<file path="config.mk">
export PLATFORM = sky130hd
export DESIGN_NAME = mem2reg_stream_reader_flat
export DESIGN_NICKNAME = d
export VERILOG_FILES = /design/src/rtl/mem2reg_stream_reader_if.sv /design/src/rtl/mem2reg_stream_reader.sv /design/src/flat_wrapper.sv
export SDC_FILE = /design/constraint.sdc
export NUM_CORES = 1
export LEC_CHECK = 0
export ABC_AREA = 1
export CORE_ASPECT_RATIO = 0.5
export CORE_MARGIN = 4
export CORE_UTILIZATION = 55
export CTS_BUF_LIST = sky130_fd_sc_hd__clkbuf_2 sky130_fd_sc_hd__clkbuf_4 sky130_fd_sc_hd__clkbuf_8
export CTS_CLUSTER_SIZE = 8
export DETAILED_ROUTE_END_ITERATION = 12
export DONT_BUFFER_PORTS = 1
export HOLD_SLACK_MARGIN = 0.06
export PLACE_DENSITY_LB_ADDON = 0.15
export REMOVE_ABC_BUFFERS = 1
export SETUP_SLACK_MARGIN = 0.5
export SYNTH_ARGS = -nofsm -noshare
export SYNTH_HDL_FRONTEND = slang
export SYNTH_SLANG_ARGS = --single-unit
</file>
<file path="constraint.sdc">
create_clock -name clk_i -period 2.4 [get_ports clk_i]
set_input_delay 0 -clock clk_i [delete_from_list [all_inputs] [get_ports clk_i]]
set_output_delay 0 -clock clk_i [all_outputs]
set_load 0.02 [all_outputs]
</file>
<file path="src/rtl/mem2reg_stream_reader_if.sv">
// Bundle for mem2reg_stream_reader: random-access write port, stream start
// command and the valid/ready output stream.
//   master : the side issuing writes/starts and consuming the stream
//   slave  : the reader block itself
interface mem2reg_stream_reader_if #(
   parameter int AW    = 3,
   parameter int WIDTH = 4
);
   logic             wr_en;
   logic [AW-1:0]    wr_addr;
   logic [WIDTH-1:0] wr_data;
   logic             start;
   logic [AW-1:0]    start_addr;
   logic [AW:0]      count;
   logic             busy;
   logic             out_valid;
   logic             out_ready;
   logic [WIDTH-1:0] out_data;
   logic [AW-1:0]    out_addr;
   logic             out_last;
   logic             done;

   modport master (
      output wr_en, wr_addr, wr_data, start, start_addr, count, out_ready,
      input  busy, out_valid, out_data, out_addr, out_last, done
   );

   modport slave (
      input  wr_en, wr_addr, wr_data, start, start_addr, count, out_ready,
      output busy, out_valid, out_data, out_addr, out_last, done
   );
endinterface

</file>
<file path="src/rtl/mem2reg_stream_reader.sv">
// Register-array memory (discrete flops, one per entry) with a write port
// and a streaming read engine. A start in IDLE streams `count` entries from
// `start_addr` upward, wrapping at the top, over a valid/ready handshake.
// Ports:
//   clk_i    : clock, rising edge
//   reset_i  : asynchronous, active-high reset
//   bus_io   : slave side of mem2reg_stream_reader_if (write port, start
//              command, out_valid/out_ready stream, busy, done pulse)
module mem2reg_stream_reader #(
   parameter int AW    = 3,
   parameter int WIDTH = 4
) (
   input  logic                    clk_i,
   input  logic                    reset_i,
   mem2reg_stream_reader_if.slave  bus_io
);
   localparam int DEPTH = 2**AW;
   localparam logic [AW:0] CNT_ONE = (AW+1)'(1);
   localparam logic [AW:0] CNT_TWO = (AW+1)'(2);

   typedef enum logic {IDLE, SEND} state_e;

   state_e           state_q, state_d;
   logic [AW:0]      rem_q, rem_d;
   logic [AW-1:0]    out_addr_q, out_addr_d;
   logic [WIDTH-1:0] out_data_q, out_data_d;
   logic             out_valid_q, out_valid_d;
   logic             out_last_q, out_last_d;
   logic             done_q, done_d;

   logic             load_en;
   logic [AW-1:0]    load_addr;
   logic [WIDTH-1:0] load_val;

   logic [WIDTH-1:0] mem_q [DEPTH];

   // One register per entry; reset value is the entry index.
   for (genvar g = 0; g < DEPTH; g++) begin : g_entry
      always_ff @(posedge clk_i or posedge reset_i) begin
         if (reset_i)
            mem_q[g] <= WIDTH'(g);
         else if (bus_io.wr_en && bus_io.wr_addr == AW'(g))
            mem_q[g] <= bus_io.wr_data;
      end
   end

   // Write-first: a same-cycle write to the entry being captured wins.
   assign load_val = (bus_io.wr_en && bus_io.wr_addr == load_addr) ?
                     bus_io.wr_data : mem_q[load_addr];

   always_comb begin
      state_d     = state_q;
      rem_d       = rem_q;
      out_addr_d  = out_addr_q;
      out_valid_d = out_valid_q;
      out_last_d  = out_last_q;
      done_d      = 1'b0;
      load_en     = 1'b0;
      load_addr   = out_addr_q;
      case (state_q)
         IDLE: begin
            if (bus_io.start) begin
               if (bus_io.count != '0) begin
                  state_d     = SEND;
                  load_en     = 1'b1;
                  load_addr   = bus_io.start_addr;
                  out_addr_d  = bus_io.start_addr;
                  rem_d       = bus_io.count;
                  out_valid_d = 1'b1;
                  out_last_d  = (bus_io.count == CNT_ONE);
               end else begin
                  done_d = 1'b1;
               end
            end
         end
         SEND: begin
            // out_valid is always high here, so a transfer is just out_ready.
            if (bus_io.out_ready) begin
               if (rem_q > CNT_ONE) begin
                  load_en    = 1'b1;
                  load_addr  = out_addr_q + AW'(1);
                  out_addr_d = load_addr;
                  rem_d      = rem_q - CNT_ONE;
                  out_last_d = (rem_q == CNT_TWO);
               end else begin
                  state_d     = IDLE;
                  rem_d       = '0;
                  out_valid_d = 1'b0;
                  out_last_d  = 1'b0;
                  done_d      = 1'b1;
               end
            end
         end
      endcase
      out_data_d = load_en ? load_val : out_data_q;
   end

   always_ff @(posedge clk_i or posedge reset_i) begin
      if (reset_i) begin
         state_q     <= IDLE;
         rem_q       <= '0;
         out_addr_q  <= '0;
         out_data_q  <= '0;
         out_valid_q <= 1'b0;
         out_last_q  <= 1'b0;
         done_q      <= 1'b0;
      end else begin
         state_q     <= state_d;
         rem_q       <= rem_d;
         out_addr_q  <= out_addr_d;
         out_data_q  <= out_data_d;
         out_valid_q <= out_valid_d;
         out_last_q  <= out_last_d;
         done_q      <= done_d;
      end
   end

   assign bus_io.busy      = out_valid_q;
   assign bus_io.out_valid = out_valid_q;
   assign bus_io.out_data  = out_data_q;
   assign bus_io.out_addr  = out_addr_q;
   assign bus_io.out_last  = out_last_q;
   assign bus_io.done      = done_q;
endmodule

</file>
<file path="src/flat_wrapper.sv">
// flat-port wrapper written by rule: the top's interface ports become plain ports
module mem2reg_stream_reader_flat 
#(
   parameter int AW    = 3,
   parameter int WIDTH = 4
)
  (clk_i, reset_i, bus_io_wr_en, bus_io_wr_addr, bus_io_wr_data, bus_io_start, bus_io_start_addr, bus_io_count, bus_io_out_ready, bus_io_busy, bus_io_out_valid, bus_io_out_data, bus_io_out_addr, bus_io_out_last, bus_io_done);
  mem2reg_stream_reader_if #(.AW(AW), .WIDTH(WIDTH)) bus_io_i ();
  input  logic clk_i;
  input  logic reset_i;
  input wire logic [$bits(bus_io_i.wr_en)-1:0] bus_io_wr_en;
  input wire logic [$bits(bus_io_i.wr_addr)-1:0] bus_io_wr_addr;
  input wire logic [$bits(bus_io_i.wr_data)-1:0] bus_io_wr_data;
  input wire logic [$bits(bus_io_i.start)-1:0] bus_io_start;
  input wire logic [$bits(bus_io_i.start_addr)-1:0] bus_io_start_addr;
  input wire logic [$bits(bus_io_i.count)-1:0] bus_io_count;
  input wire logic [$bits(bus_io_i.out_ready)-1:0] bus_io_out_ready;
  output wire logic [$bits(bus_io_i.busy)-1:0] bus_io_busy;
  output wire logic [$bits(bus_io_i.out_valid)-1:0] bus_io_out_valid;
  output wire logic [$bits(bus_io_i.out_data)-1:0] bus_io_out_data;
  output wire logic [$bits(bus_io_i.out_addr)-1:0] bus_io_out_addr;
  output wire logic [$bits(bus_io_i.out_last)-1:0] bus_io_out_last;
  output wire logic [$bits(bus_io_i.done)-1:0] bus_io_done;
  assign bus_io_i.wr_en = bus_io_wr_en;
  assign bus_io_i.wr_addr = bus_io_wr_addr;
  assign bus_io_i.wr_data = bus_io_wr_data;
  assign bus_io_i.start = bus_io_start;
  assign bus_io_i.start_addr = bus_io_start_addr;
  assign bus_io_i.count = bus_io_count;
  assign bus_io_i.out_ready = bus_io_out_ready;
  assign bus_io_busy = bus_io_i.busy;
  assign bus_io_out_valid = bus_io_i.out_valid;
  assign bus_io_out_data = bus_io_i.out_data;
  assign bus_io_out_addr = bus_io_i.out_addr;
  assign bus_io_out_last = bus_io_i.out_last;
  assign bus_io_done = bus_io_i.done;
  mem2reg_stream_reader #(.AW(AW), .WIDTH(WIDTH)) u_core (.clk_i(clk_i), .reset_i(reset_i), .bus_io(bus_io_i));
endmodule
</file>
==> impl_metrics.tcl <==
set metrics [dict create \
    outcome "finished clean" \
    r2r_slack_ns 0.34 \
    min_path_cells 4 \
    p_sw_mw 1.92 \
    grt_pass1_vias 2354 \
    grt_max_degree 48 \
    worstHoldEndpoint "u_core.mem_q[3]$_DFFE_PP0P_" \
    crit_path_max_fanout 7 \
    path_cells "inv_2 > ha_4 > inv_2 > nand2_2 > nand2_4 > nand3_2 > nand3_4 > nand2_8 > nand2_4 > nand2_2 > nor2_4 > buf_6 > nand4_1 > nand2_1 > nand2_1 > nand2_1" \
    cap_violations 0 \
    dp_hpwl_um 4420 \
    netlist_instances 331 \
    drtPass1Iterations 5 \
    ys_seq_area_frac 0.452 \
    area_growth_pct 23.7 \
    rows 17 \
    vias 2517 \
    hold_path.class "in -> reg" \
    worst_pin_slew_ns 0.961 \
    core_area_mm2 0.00451 \
    ys_types 27 \
    grt_overflow_total 0 \
    timing.rr.start "u_core.rem_q[0]$_DFFE_PP0P_" \
    whs_ns 0.0686 \
    maxSlewHeadroom 0.358 \
    antenna_cells 0 \
    ys_warn_count 0 \
    powerDensity_mw_per_mm2 1310 \
    hold_violations 0 \
    ctsLongestPathBuffers 2 \
    fin_setup_tns_ns 0 \
    numClockSinks 47 \
    drv_slew 0 \
    grt_pass1_wl_um 11500 \
    die_h_um 56.9 \
    clk_pin_slew_worst_paths_ns 0.09 \
    cts_root_buf "clkbuf_8" \
    ant_nets 0 \
    routabilityCongestion 0.887 \
    reg2reg_depth 16 \
    power.share.clock 0.161 \
    p_leak_nw 1.55 \
    finalWorstSetupSlack_ns 0.336 \
    worstHoldStart "bus_io_wr_addr[0]" \
    required_ns 2.65 \
    io_pins 30 \
    power.share.sequential 0.315 \
    worstReg2RegEnd "u_core.bus_io.out_data[2]$_DFFE_PP0P_" \
    fmax_mhz 484 \
    arrival_ns 2.32 \
    place_area_mm2 0.00266 \
    cp-start-kind "flip-flop" \
    place.port_buffers 0 \
    crit_path_frequent_cell "nand2_1" \
    fp.dieArea_mm2 0.00602 \
    synth.ff_latch_count 47 \
    netlist_area_mm2 0.00263 \
    fp.dieW_um 106 \
    power_frac_comb 0.524 \
    internal_power_mw 2.36 \
    htreeDepth 2 \
    fin_crit_sh 0.860 \
    cp-end-kind "flip-flop" \
    dp_slack_ns 0.158 \
    rsz0062_at_grt "true" \
    routed_via_density 5.77 \
    finalClockSkew_ns 0.00495 \
    drive_gt1_frac 0.222 \
    cp_slowest_cell "dfrtp_1" \
    nets 392 \
    setup_violations 0 \
    synth.avg_cell_area_um2 7.95 \
    clk-insertion-delay-late_ns 0.31 \
    crit_type "reg -> reg" \
    slowest_delay_ns 0.43 \
    finalCriticalPeriod_ns 2.06 \
    wire_per_inst_um 16.0 \
    first_iter_violations 355 \
    antenna_found_initial 0 \
    cts_tree "done" \
    numCtsBuffers 5 \
    design_area_mm2 0.00326 \
    drc 0 \
    power_switching_share 0.449 \
    grt_use_total 0.242 \
    drt-total-wl_um 6990 \
    max-vdd-ir-drop_v 0.000645 \
    start_util 0.584 \
]
## registers in the layout, summed over array words and instances (netlist names)
name	count
u_core.bus_io.out_addr	3
u_core.rem_q	4
u_core.mem_q	32
u_core.bus_io.done	1
u_core.state_q	1
u_core.bus_io.out_data	4
u_core.bus_io.busy	1
u_core.bus_io.out_last	1
## through the flow
stage / util / total power, mW / cells
finish: 0.722 / 4.28 / 436
global route: 0.722 / 4.59 / 436
CTS: 0.704 / 4.06 / 434
detailed placement: 0.589 / 2.95 / 392
global placement: 0.589 / 2.89 / 392
floorplan: - / 2.58 / 326
## critical path, delay by kind of cell (launching register included)
kind / cells / cell delay, ns
simple gates: 12 / 1.16
fa+ha+maj: 1 / 0.17
buf+inv: 3 / 0.25
flops: 1 / 0.43
## power by group through the flow
stage	registers [mW]	logic (mW)	clock network, mW
3_5_place_dp	1.35	1.60	0
5_1_grt	1.38	2.47	0.736
6_report	1.35	2.24	0.690
3_3_place_gp	1.34	1.54	0
4_1_cts	1.34	2.03	0.700
2_1_floorplan	1.29	1.29	0
## worst max path at each step
stage / depth (start not counted) / slack [ns] / from / end
after detailed placement: 17 / 0.16 / u_core.rem_q[0]$_DFFE_PP0P_ / u_core.bus_io.out_data[1]$_DFFE_PP0P_
final: 16 / 0.34 / u_core.rem_q[0]$_DFFE_PP0P_ / u_core.bus_io.out_data[2]$_DFFE_PP0P_
after CTS: 17 / 0.39 / u_core.rem_q[1]$_DFFE_PP0P_ / u_core.bus_io.out_data[1]$_DFFE_PP0P_
after floorplan: 17 / 0.47 / u_core.rem_q[0]$_DFFE_PP0P_ / u_core.bus_io.out_data[0]$_DFFE_PP0P_
after global routing: 17 / 0.19 / u_core.rem_q[0]$_DFFE_PP0P_ / u_core.bus_io.out_data[1]$_DFFE_PP0P_
after global placement: 17 / 0.33 / u_core.rem_q[0]$_DFFE_PP0P_ / u_core.bus_io.out_data[0]$_DFFE_PP0P_
## layout by cell type, fill, tap and decap left out
cell type,n
a21oi_1,5
nand3_4,3
nand3b_1,6
o21ai_0,35
buf_12,1
buf_6,4
inv_2,6
dlygate4sd3_1,21
nand4_1,7
bufinv_16,2
ha_1,2
nor2_1,12
nand2_1,76
a22oi_1,1
a32oi_1,1
buf_4,9
nand3_1,45
nor2_2,2
inv_1,39
nand2_2,13
clkbuf_8,5
nor2_4,2
inv_4,1
o22ai_1,1
nand2_4,6
a21oi_2,1
a31o_2,1
dfstp_2,12
nor3_2,1
a31oi_1,2
dfrtp_1,35
clkinvlp_4,1
ha_4,2
nand3_2,9
nand2_8,1
## area by class of cell
cell class / instances / area [um^2]
flip-flops and latches: 47 / 1190
inverters: 46 / 175
well taps: 66 / 82.6
clock inverters: 3 / 67.6
fillers: 331 / 1250
clock buffers: 5 / 68.8
repair buffers: 35 / 343
multi-input cells: 234 / 1330
## cell usage after synthesis
master	instances	area, um^2
buf_8	1	15.0
nand3b_1	6	45.0
nand3_4	2	35.0
nor3_1	1	5.00
nand3_1	52	260
nand3_2	3	30.0
nor2_4	2	22.5
nor2_2	2	12.5
nor2_1	12	45.0
dfrtp_1	35	876
clkbuf_8	2	27.5
inv_2	2	7.51
nand4_1	7	43.8
a31oi_1	2	12.5
inv_1	44	165
a31o_2	1	8.76
o22ai_1	1	6.26
a32oi_1	1	8.76
o21ai_0	35	175
nand2_2	16	100
a21oi_1	6	30.0
buf_4	2	15.0
a22oi_1	1	7.51
nand2_1	78	293
ha_1	4	50.1
nand2_8	1	20.0
dfstp_2	12	315
## logic make-up after synthesis
| group | after synthesis | share of synthesized area |
|---|---|---|
| fa+ha+maj | 4 | 0.0190 |
| simple gates | 182 | 0.346 |
| flops | 47 | 0.452 |
| compound gates | 47 | 0.0946 |
| buf+inv | 51 | 0.0875 |
## per-layer routing
metal  share of wire  vias to the layer above  GRT usage  wire, um
met5               0                        -          0         0
met4           0.028                        0     0.0904       196
met3           0.087                       31     0.0700       611
met2            0.44                      136      0.363      3090
met1            0.44                     1188      0.336      3100
li1                -                     1162          -         -
## what timing repair did
item                                    in CTS  in global routing
pin swaps                                   11                  4
endpoints found under the setup margin       4                  7
gates resized for setup                     16                 14
gates cloned                                 1                  0
endpoints found under the hold margin       77                  0
hold buffers                                21                  0
buffers inserted                            12                  2
(Power assumes the default switching activity.)
